**src/rtl/led_seq_pkg.sv**
```systemverilog
// Shared mode encodings, entry patterns and pattern helpers
// for the button-driven LED mode sequencer.
package led_seq_pkg;

   typedef enum logic [1:0] {
      MODE_OFF   = 2'd0,
      MODE_BLINK = 2'd1,
      MODE_COUNT = 2'd2,
      MODE_CHASE = 2'd3
   } mode_e;

   localparam logic [2:0] LED_OFF     = 3'b000;
   localparam logic [2:0] BLINK_ENTRY = 3'b111;
   localparam logic [2:0] CHASE_ENTRY = 3'b001;

   function automatic mode_e next_mode(input mode_e m);
      unique case (m)
         MODE_OFF:   return MODE_BLINK;
         MODE_BLINK: return MODE_COUNT;
         MODE_COUNT: return MODE_CHASE;
         default:    return MODE_OFF;
      endcase
   endfunction

   function automatic logic [2:0] entry_led(input mode_e m);
      unique case (m)
         MODE_BLINK: return BLINK_ENTRY;
         MODE_CHASE: return CHASE_ENTRY;
         default:    return LED_OFF;
      endcase
   endfunction

   function automatic logic [2:0] advance_led(
      input mode_e      m,
      input logic [2:0] cur
   );
      unique case (m)
         MODE_BLINK: return (cur == BLINK_ENTRY) ? LED_OFF : BLINK_ENTRY;
         MODE_COUNT: return cur + 3'd1;
         MODE_CHASE: return {cur[1:0], cur[2]};
         default:    return LED_OFF;
      endcase
   endfunction

endpackage

```
**src/rtl/btn_debounce.sv**
```systemverilog
// Button synchroniser, debouncer and one-cycle press pulse
// generated on the rising edge of the debounced level.
module btn_debounce
   import led_seq_pkg::*;
#(
   parameter int DB_CYCLES = 240_000
) (
   input  logic clk,
   input  logic rst,
   input  logic button_in,
   output logic press_out
);

   localparam int CW = $clog2(DB_CYCLES + 1);
   localparam logic [CW-1:0] DB_LAST = CW'(DB_CYCLES - 1);

   logic          sync1;
   logic          sync2;
   logic          level;
   logic          level_d1;
   logic [CW-1:0] cnt;

   always_ff @(posedge clk) begin
      if (rst) begin
         sync1     <= 1'b0;
         sync2     <= 1'b0;
         level     <= 1'b0;
         level_d1  <= 1'b0;
         cnt       <= '0;
         press_out <= 1'b0;
      end else begin
         sync1     <= button_in;
         sync2     <= sync1;
         level_d1  <= level;
         press_out <= level & ~level_d1;
         // Level flips only after a full run of disagreeing samples
         if (sync2 == level) begin
            cnt <= '0;
         end else if (cnt == DB_LAST) begin
            level <= sync2;
            cnt   <= '0;
         end else begin
            cnt <= cnt + CW'(1);
         end
      end
   end

endmodule

```
**src/rtl/led_mode_sequencer.sv**
```systemverilog
// Mode FSM, tick prescaler and LED pattern generator driven by
// debounced button presses.
module led_mode_sequencer
   import led_seq_pkg::*;
#(
   parameter int CLK_DIV   = 12_000_000,
   parameter int DB_CYCLES = 240_000
) (
   input  logic       clk,
   input  logic       rst,
   input  logic       button,
   output logic [2:0] led,
   output logic [1:0] mode,
   output logic       tick
);

   localparam int PW = $clog2(CLK_DIV);
   localparam logic [PW-1:0] PS_LAST = PW'(CLK_DIV - 1);

   logic          press;
   mode_e         mode_q;
   mode_e         mode_d;
   logic [PW-1:0] presc_q;
   logic [PW-1:0] presc_d;
   logic [2:0]    led_q;
   logic [2:0]    led_d;
   logic          tc_q;
   logic          tc_d;

   btn_debounce #(
      .DB_CYCLES (DB_CYCLES)
   ) u_btn (
      .clk       (clk),
      .rst       (rst),
      .button_in (button),
      .press_out (press)
   );

   always_ff @(posedge clk) begin
      if (rst) begin
         mode_q <= MODE_OFF;
      end else begin
         mode_q <= mode_d;
      end
   end

   always_comb begin
      mode_d = mode_q;
      if (press) begin
         mode_d = next_mode(mode_q);
      end
   end

   // A press landing on terminal count wins over the tick
   assign tick = tc_q & ~press;

   always_comb begin
      presc_d = '0;
      if (!press && mode_q != MODE_OFF && presc_q != PS_LAST) begin
         presc_d = presc_q + PW'(1);
      end
      led_d = led_q;
      unique case (1'b1)
         press:   led_d = entry_led(mode_d);
         tick:    led_d = advance_led(mode_q, led_q);
         default: led_d = led_q;
      endcase
      tc_d = (presc_d == PS_LAST) && (mode_d != MODE_OFF);
   end

   always_ff @(posedge clk) begin
      if (rst) begin
         presc_q <= '0;
         led_q   <= LED_OFF;
         tc_q    <= 1'b0;
      end else begin
         presc_q <= presc_d;
         led_q   <= led_d;
         tc_q    <= tc_d;
      end
   end

   assign led  = led_q;
   assign mode = mode_q;

endmodule

```
**config.mk**
```make
export PLATFORM = sky130hd
export DESIGN_NAME = led_mode_sequencer
export DESIGN_NICKNAME = d
export VERILOG_FILES = /design/src/rtl/led_seq_pkg.sv /design/src/rtl/btn_debounce.sv /design/src/rtl/led_mode_sequencer.sv
export SDC_FILE = /design/constraint.sdc
export NUM_CORES = 1
export LEC_CHECK = 0
export CAP_MARGIN = 20
export CELL_PAD_IN_SITES_DETAIL_PLACEMENT = 1
export CELL_PAD_IN_SITES_GLOBAL_PLACEMENT = 2
export CORE_ASPECT_RATIO = 1.25
export CORE_MARGIN = 8
export CORE_UTILIZATION = 35
export CTS_BUF_LIST = sky130_fd_sc_hd__clkbuf_8
export CTS_CLUSTER_SIZE = 28
export DETAILED_ROUTE_END_ITERATION = 16
export PLACE_DENSITY_LB_ADDON = 0.1
export SETUP_SLACK_MARGIN = 0.5
export SLEW_MARGIN = 20
export SYNTH_ARGS = -nofsm -noshare
export SYNTH_HDL_FRONTEND = slang
export SYNTH_HIERARCHICAL = 1
export SYNTH_SLANG_ARGS = --single-unit
```
**constraint.sdc**
```tcl
create_clock -name clk -period 2.6 [get_ports clk]
set_input_delay 0.39 -clock clk [delete_from_list [all_inputs] [get_ports clk]]
set_output_delay 0.39 -clock clk [all_outputs]
set_load 0.01 [all_outputs]
```
==> flow_metrics.env, run 1 <==
export IMPL_drt_met1_wl_mm=2.73
export IMPL_wl_met2_mm=3.59
export IMPL_p_comb_frac=0.009
export IMPL_hold_slack_ns=0.391
export IMPL_dr_wl_met3_um=81
export IMPL_finalCoreUtilization=0.406
export IMPL_fin_ws_ns=0.647
export IMPL_grt_overflow_total=0
export IMPL_cts_buffer_depth=2
export IMPL_dpl_cell_count=410
export IMPL_clkTransAtPathRegs_ns=0.09
export IMPL_port_buffers=8
export IMPL_finalPower_mw=1.41
export IMPL_finalSetupViolations=0
export IMPL_place_ws_ns=0.380
export IMPL_nets=339
export IMPL_antenna_left=0
export IMPL_run_status="finished clean"
export IMPL_cts_root_buf="clkbuf_8"
export IMPL_dr_pass1_iters=4
export IMPL_internal_power_mw=1.13
export IMPL_ir_worst_vdd_uv=245
export IMPL_start_util=0.354
export IMPL_finalMaxSlewViolations=0
export IMPL_netSwitchingFraction=0.198
export IMPL_remaining_drc_errors=0
export IMPL_wl_per_cell_um=15.3
export IMPL_topRoutingLayerUsed="met4"
export IMPL_vias=2201
export IMPL_grt_max_degree=19
export IMPL_io_pin_count=9
export IMPL_path_delay_family="compound AO/OA/AOI/OAI gates"
export IMPL_synth_seq_area_share=0.389
export IMPL_syn_avg_cell_area_um2=8.69
export IMPL_cts_tree="done"
export IMPL_yosysTopAreaCellShare=0.389
export IMPL_synth_area_leaders="dfxtp_1 (39%), nor2_1 (7.1%), xnor2_1 (6.1%)"
export IMPL_synth_edff_count=0
export IMPL_gp_congestion=0.744
export IMPL_die_y_um=115
export IMPL_htree_levels=2
export IMPL_worst_slew_margin_rel=0.772
export IMPL_grt_pass1_wl_mm=11.2
export IMPL_seq_power_share=0.576
export IMPL_n_antenna_cell=0
export IMPL_min_period_over_period=0.751
export IMPL_via_per_inst=5.20
export IMPL_worstSkewPairLatency_ns=0.30
export IMPL_yosys_area_top_type="dfxtp_1"
export IMPL_fp_coreArea_mm2=0.00770
export IMPL_grt_pass1_vias=2268
export IMPL_fin_crit_ns=1.95
export IMPL_clkPwrFrac=0.414
export IMPL_cellPowerDensity_mw_per_mm2=451
export IMPL_die_width_um=95.0
export IMPL_fillers=931
export IMPL_postLayoutCellArea_mm2=0.00312
export IMPL_placed_cell_area_mm2=0.00291
export IMPL_power_leakage_nw=1.05
export IMPL_worstHoldPathType="reg -> reg"
export IMPL_cp_end_kind="flip-flop"
export IMPL_crit_path_max_fanout=5
export IMPL_cp_slowest_cell="dfxtp_2"
export IMPL_tns_ns=0
export IMPL_wirelength_mm=6.47
export IMPL_dieArea_mm2=0.0109
export IMPL_drtIter0Drc=40
export IMPL_fin_cells=423
export IMPL_synth_yosys_warnings=6
export IMPL_synth_flop_cell="dfxtp_1"
export IMPL_rsz0062_at_grt="no"
export IMPL_synth_net_count=326
export IMPL_cts_hold_buf=0
export IMPL_critPathArrivalTime_ns=2.15
export IMPL_fmax_ghz=0.512
export IMPL_antenna_found_initial=0
export IMPL_crit_required_ns=2.80
export IMPL_row_count=36
export IMPL_cts_sinks=53
export IMPL_critical_path_class="reg -> reg"
export IMPL_worstMarginPinSlew_ns=0.339
export IMPL_fin_skew_ns=0.00731
export IMPL_area_growth_pct=14.4
export IMPL_grt_util_all_layers=0.127
export IMPL_synth_seq_cells=53
export IMPL_maxCapViolations=0
export IMPL_worstPathCellList="ha_2, nand2_2, nor3_4, buf_4, nand4_1, a211o_1, a2111oi_2"
export IMPL_finalHoldViolCount=0
export IMPL_p_switching_uw=279
export IMPL_cp_num_buf_inv=1
export IMPL_start_kind="flip-flop"
export IMPL_slowest_delay_ns=0.38
export IMPL_place_detailed_hpwl_mm=4.93
export IMPL_yosysUniqueCellTypes=52
export IMPL_syn_area_mm2=0.00273
export IMPL_async_flop_share=0
export IMPL_drive_above_1_share=0.159
export IMPL_cts_buffers=5
export IMPL_postSynthCellCount=314
==> layout make-up <==
cell class | count | area, um^2 | area share
Timing Repair Buffer | 19 | 163 | 0.0521
Clock inverter | 2 | 37.5 | 0.0120
Clock buffer | 6 | 82.6 | 0.0264
Sequential cell | 53 | 1080 | 0.344
Multi-Input combinational cell | 241 | 1620 | 0.519
Tap cell | 95 | 119 | 0.0380
Inverter | 7 | 26.3 | 0.00841
==> synthesized netlist by cell type, drive strengths merged (8+ instances only) <==
master  number
nand2       22
nor2        52
buf          8
nand3       22
xnor2       19
nand4       18
nor3        10
dfxtp       53
xor2        17
ha           9
==> layer usage <==
layer	track usage	up-vias
li1	-	1122
met1	0.134	1062
met2	0.247	11
met3	0.0176	6
met4	0.0418	0
met5	0	-
==> placed cells by master (no fill, tap or decap), drive strengths merged, types with 2 or more instances in the layout <==
| cell type | n |
|---|---|
| o21ai | 5 |
| a21oi | 7 |
| clkbuf | 6 |
| nand3 | 22 |
| xnor2 | 19 |
| and4 | 3 |
| a31oi | 4 |
| xor2 | 17 |
| or4 | 2 |
| or3 | 2 |
| nor3 | 10 |
| and3b | 2 |
| nor2b | 5 |
| mux2i | 3 |
| clkdlybuf4s50 | 8 |
| and2 | 2 |
| nor3b | 2 |
| ha | 9 |
| buf | 11 |
| o211ai | 2 |
| inv | 7 |
| nor2 | 52 |
| nand4 | 18 |
| dfxtp | 53 |
| a22oi | 2 |
| nand2b | 6 |
| nand2 | 22 |
| nor4b | 2 |
| nor4 | 7 |
| and3 | 5 |
==> repair_timing <==
action	CTS	global route
pin swaps	3	1
setup buffers	3	2
endpoints found under the setup margin	1	19
gates resized for setup	5	16
==> flip-flops by register name (all words and copies together), names as in the netlist <==
| name | cells |
|---|---|
| led | 3 |
| mode | 2 |
| presc_q | 24 |
| tc_q | 1 |
| u_btn/cnt | 18 |
| u_btn/level | 1 |
| u_btn/level_d1 | 1 |
| u_btn/press_out | 1 |
| u_btn/sync1 | 1 |
| u_btn/sync2 | 1 |
==> final timing paths <==
| path | slack [ns] | endpoint | from | cells past startpoint |
|---|---|---|---|---|
| max | 0.65 | tc_q | presc_q[0] | 7 |
| min | 0.39 | u_btn/press_out | u_btn/level_d1 | 1 |
| max reg2reg | 0.65 | tc_q | presc_q[0] | 7 |
| min reg2reg | 0.39 | u_btn/press_out | u_btn/level_d1 | 1 |
==> power groups by stage <==
stage | Clock, mW | Sequential [mW] | Combinational [mW]
2_1_floorplan | 0 | 0.833 | 0.00503
3_3_place_gp | 0 | 0.833 | 0.0136
4_1_cts | 0.622 | 0.814 | 0.0137
3_5_place_dp | 0 | 0.833 | 0.0137
6_report | 0.584 | 0.813 | 0.0132
5_1_grt | 0.641 | 0.814 | 0.0149
==> logic make-up (layout without fill, tap and decap cells) <==
kind of cell / count (synthesis) / after routing / synth area share
buf+inv: 20 / 34 / 0.0344
simple gates: 168 / 168 / 0.349
xor+xnor: 36 / 36 / 0.115
mux: 3 / 3 / 0.0110
fa+ha+maj: 9 / 9 / 0.0412
compound gates: 25 / 25 / 0.0605
flops: 53 / 53 / 0.389
No activity file was read; power rests on OpenSTA's default activity.
==> inputs of run 2 (changes only) <==
==> constraint.sdc (replaced) <==
create_clock -name clk -period 1.7 [get_ports clk]
set_input_delay 0.255 -clock clk [delete_from_list [all_inputs] [get_ports clk]]
set_output_delay 0.255 -clock clk [all_outputs]
set_load 0.01 [all_outputs]
==> flow_metrics.env, run 2 (synthesis results as in run 1) <==
export IMPL_worstSkewPairLatency_ns=0.31
export IMPL_largest_register_ffs=24
export IMPL_drive_above_1_share=0.562
export IMPL_whs_path_depth=1
export IMPL_cts_buffers=5
export IMPL_finalHoldViolCount=0
export IMPL_reg2reg_depth=6
export IMPL_cp_num_buf_inv=0
export IMPL_via_per_inst=5.17
export IMPL_dpl_cell_count=461
export IMPL_critPathArrivalTime_ns=2.06
export IMPL_fin_skew_ns=0.00712
export IMPL_row_count=36
export IMPL_largest_register="presc_q"
export IMPL_dr_pass1_iters=4
export IMPL_crit_required_ns=1.92
export IMPL_r2r_slack_ns=-0.14
export IMPL_htree_levels=2
export IMPL_cts_sinks=53
export IMPL_maxCapViolations=0
export IMPL_cts_tree="done"
export IMPL_finalSetupViolations=2
export IMPL_cts_hold_buf=0
export IMPL_grt_pass1_wl_mm=14.6
export IMPL_register_area_mm2=0.00114
export IMPL_cts_root_buf="clkbuf_8"
export IMPL_fin_cells=508
export IMPL_cellPowerDensity_mw_per_mm2=442
export IMPL_antenna_left=0
export IMPL_cp_num_cells=6
export IMPL_worstPathCellList="and3_4, and4_1, nand3_1, xor2_1, o211ai_1, a2111oi_2"
export IMPL_vias=2626
export IMPL_slowest_delay_ns=0.42
export IMPL_min_period_over_period=1.08
export IMPL_drtIter0Drc=65
export IMPL_path_delay_family="simple AND/OR/NAND/NOR gates"
export IMPL_fmax_ghz=0.543
export IMPL_multi_input_area_mm2=0.00212
export IMPL_grt_util_all_layers=0.171
export IMPL_antenna_found_initial=0
export IMPL_rsz0062_at_grt="yes"
export IMPL_start_kind="flip-flop"
export IMPL_worstMarginPinSlew_ns=0.419
export IMPL_nets=424
export IMPL_violations="setup timing"
export IMPL_critical_path_class="reg -> reg"
export IMPL_grt_max_degree=16
export IMPL_power_leakage_nw=1.63
export IMPL_run_status="finished, violations left"
export IMPL_wirelength_mm=8.80
export IMPL_cp_end_kind="flip-flop"
export IMPL_dieArea_mm2=0.0109
export IMPL_grt_pass1_vias=2916
export IMPL_worst_slew_margin_rel=0.719
export IMPL_wl_per_cell_um=17.3
export IMPL_fin_crit_ns=1.84
export IMPL_grt_overflow_total=0
export IMPL_worstReg2RegEnd="tc_q"
export IMPL_fp_coreArea_mm2=0.00770
export IMPL_cts_buffer_depth=2
export IMPL_die_width_um=95.0
export IMPL_fin_ws_ns=-0.142
export IMPL_die_y_um=115
export IMPL_final_cell_mix="buf_4 (73), nor2_4 (31), nand2_1 (20), dfxtp_1 (20)"
export IMPL_worstHoldPathType="reg -> reg"
export IMPL_start_util=0.354
export IMPL_remaining_drc_errors=0
export IMPL_clkTransAtPathRegs_ns=0.10
export IMPL_crit_path_max_fanout=4
export IMPL_r2r_start="presc_q[18]"
export IMPL_holdPathEnd="u_btn/press_out"
export IMPL_gp_congestion=0.812
export IMPL_min_from="u_btn/level_d1"
export IMPL_ir_worst_vdd_uv=314
export IMPL_io_pin_count=9
export IMPL_finalMaxSlewViolations=0
export IMPL_n_antenna_cell=0
export IMPL_mostFrequentLayoutCell="buf_4"
export IMPL_cp_slowest_cell="dfxtp_1"
export IMPL_port_buffers=8
export IMPL_area_growth_pct=63.9
export IMPL_fillers=862
export IMPL_finalPower_mw=1.98
export IMPL_place_detailed_hpwl_mm=5.71
==> run 2: cell types whose count changed in the layout (fill, tap and decap cells not counted), moves of 5 or more <==
cell / change
dfxtp_2: +9
buf_6: +18
nor2_4: +31
nor2_1: -37
buf_4: +62
dfxtp_4: +14
dfxtp_1: -23
nor2_2: +6
nand3_4: +5
clkdlybuf4s50_1: -6
a21oi_2: +5
a21oi_1: -5
==> run 2: metrics by stage <==
step	hold slack, ns	utilization	worst slack [ns]	area (um^2)	TNS (ns)
global placement	0.373	0.455	-0.170	3500	-0.170
global route	0.404	0.581	-0.228	4470	-0.590
finish	0.389	0.581	-0.142	4470	-0.218
floorplan	0.314	-	0.0413	2970	0
detailed placement	0.383	0.455	-0.182	3500	-0.235
CTS	0.392	0.550	-0.0796	4240	-0.0796
==> run 2: metal layers <==
| layer | vias to the layer above | wire length (um) | track usage |
|---|---|---|---|
| met2 | 21 | 5000 | 0.330 |
| met3 | 11 | 156 | 0.0300 |
| met1 | 1295 | 3470 | 0.178 |
| met5 | - | 0 | 0 |
| li1 | 1299 | - | - |
| met4 | 0 | 178 | 0.0574 |
==> run 2: cell type report <==
cell class / count / area share
clock buffer: 5 / 0.0154
clock inverter: 3 / 0.00336
inverter: 7 / 0.00643
multi-input combinational: 241 / 0.474
sequential: 53 / 0.255
tap: 95 / 0.0266
timing repair buffer: 104 / 0.220
==> run 2: timing repair <==
action / 4_1_cts / 5_1_grt
pin swaps: 32 / 23
cloned: 4 / 1
endpoints found under the setup margin: 54 / 53
resized for setup: 123 / 45
setup buffers: 29 / 5
==> run 2: power by group <==
part	leakage, nW	switching [mW]	internal [mW]
logic	1.14	0.0217	0.0246
clock network	0.0467	0.429	0.281
registers	0.449	0.00260	1.22
==> run 2: how the worst max path moves through the flow <==
stage | start | endpoint | slack, ns
2_1_floorplan | presc_q[3] | tc_q | 0.04
3_3_place_gp | presc_q[11] | tc_q | -0.17
3_5_place_dp | presc_q[11] | tc_q | -0.18
4_1_cts | presc_q[0] | tc_q | -0.08
5_1_grt | presc_q[18] | tc_q | -0.23
6_report | presc_q[18] | tc_q | -0.14
==> run 2: worst reg2reg max path, stage by stage (launching register included) <==
cell and delay, ns:
dfxtp_1 0.42, and3_4 0.25, and4_1 0.26, nand3_1 0.12, xor2_1 0.22, o211ai_1 0.16
a2111oi_2 0.33
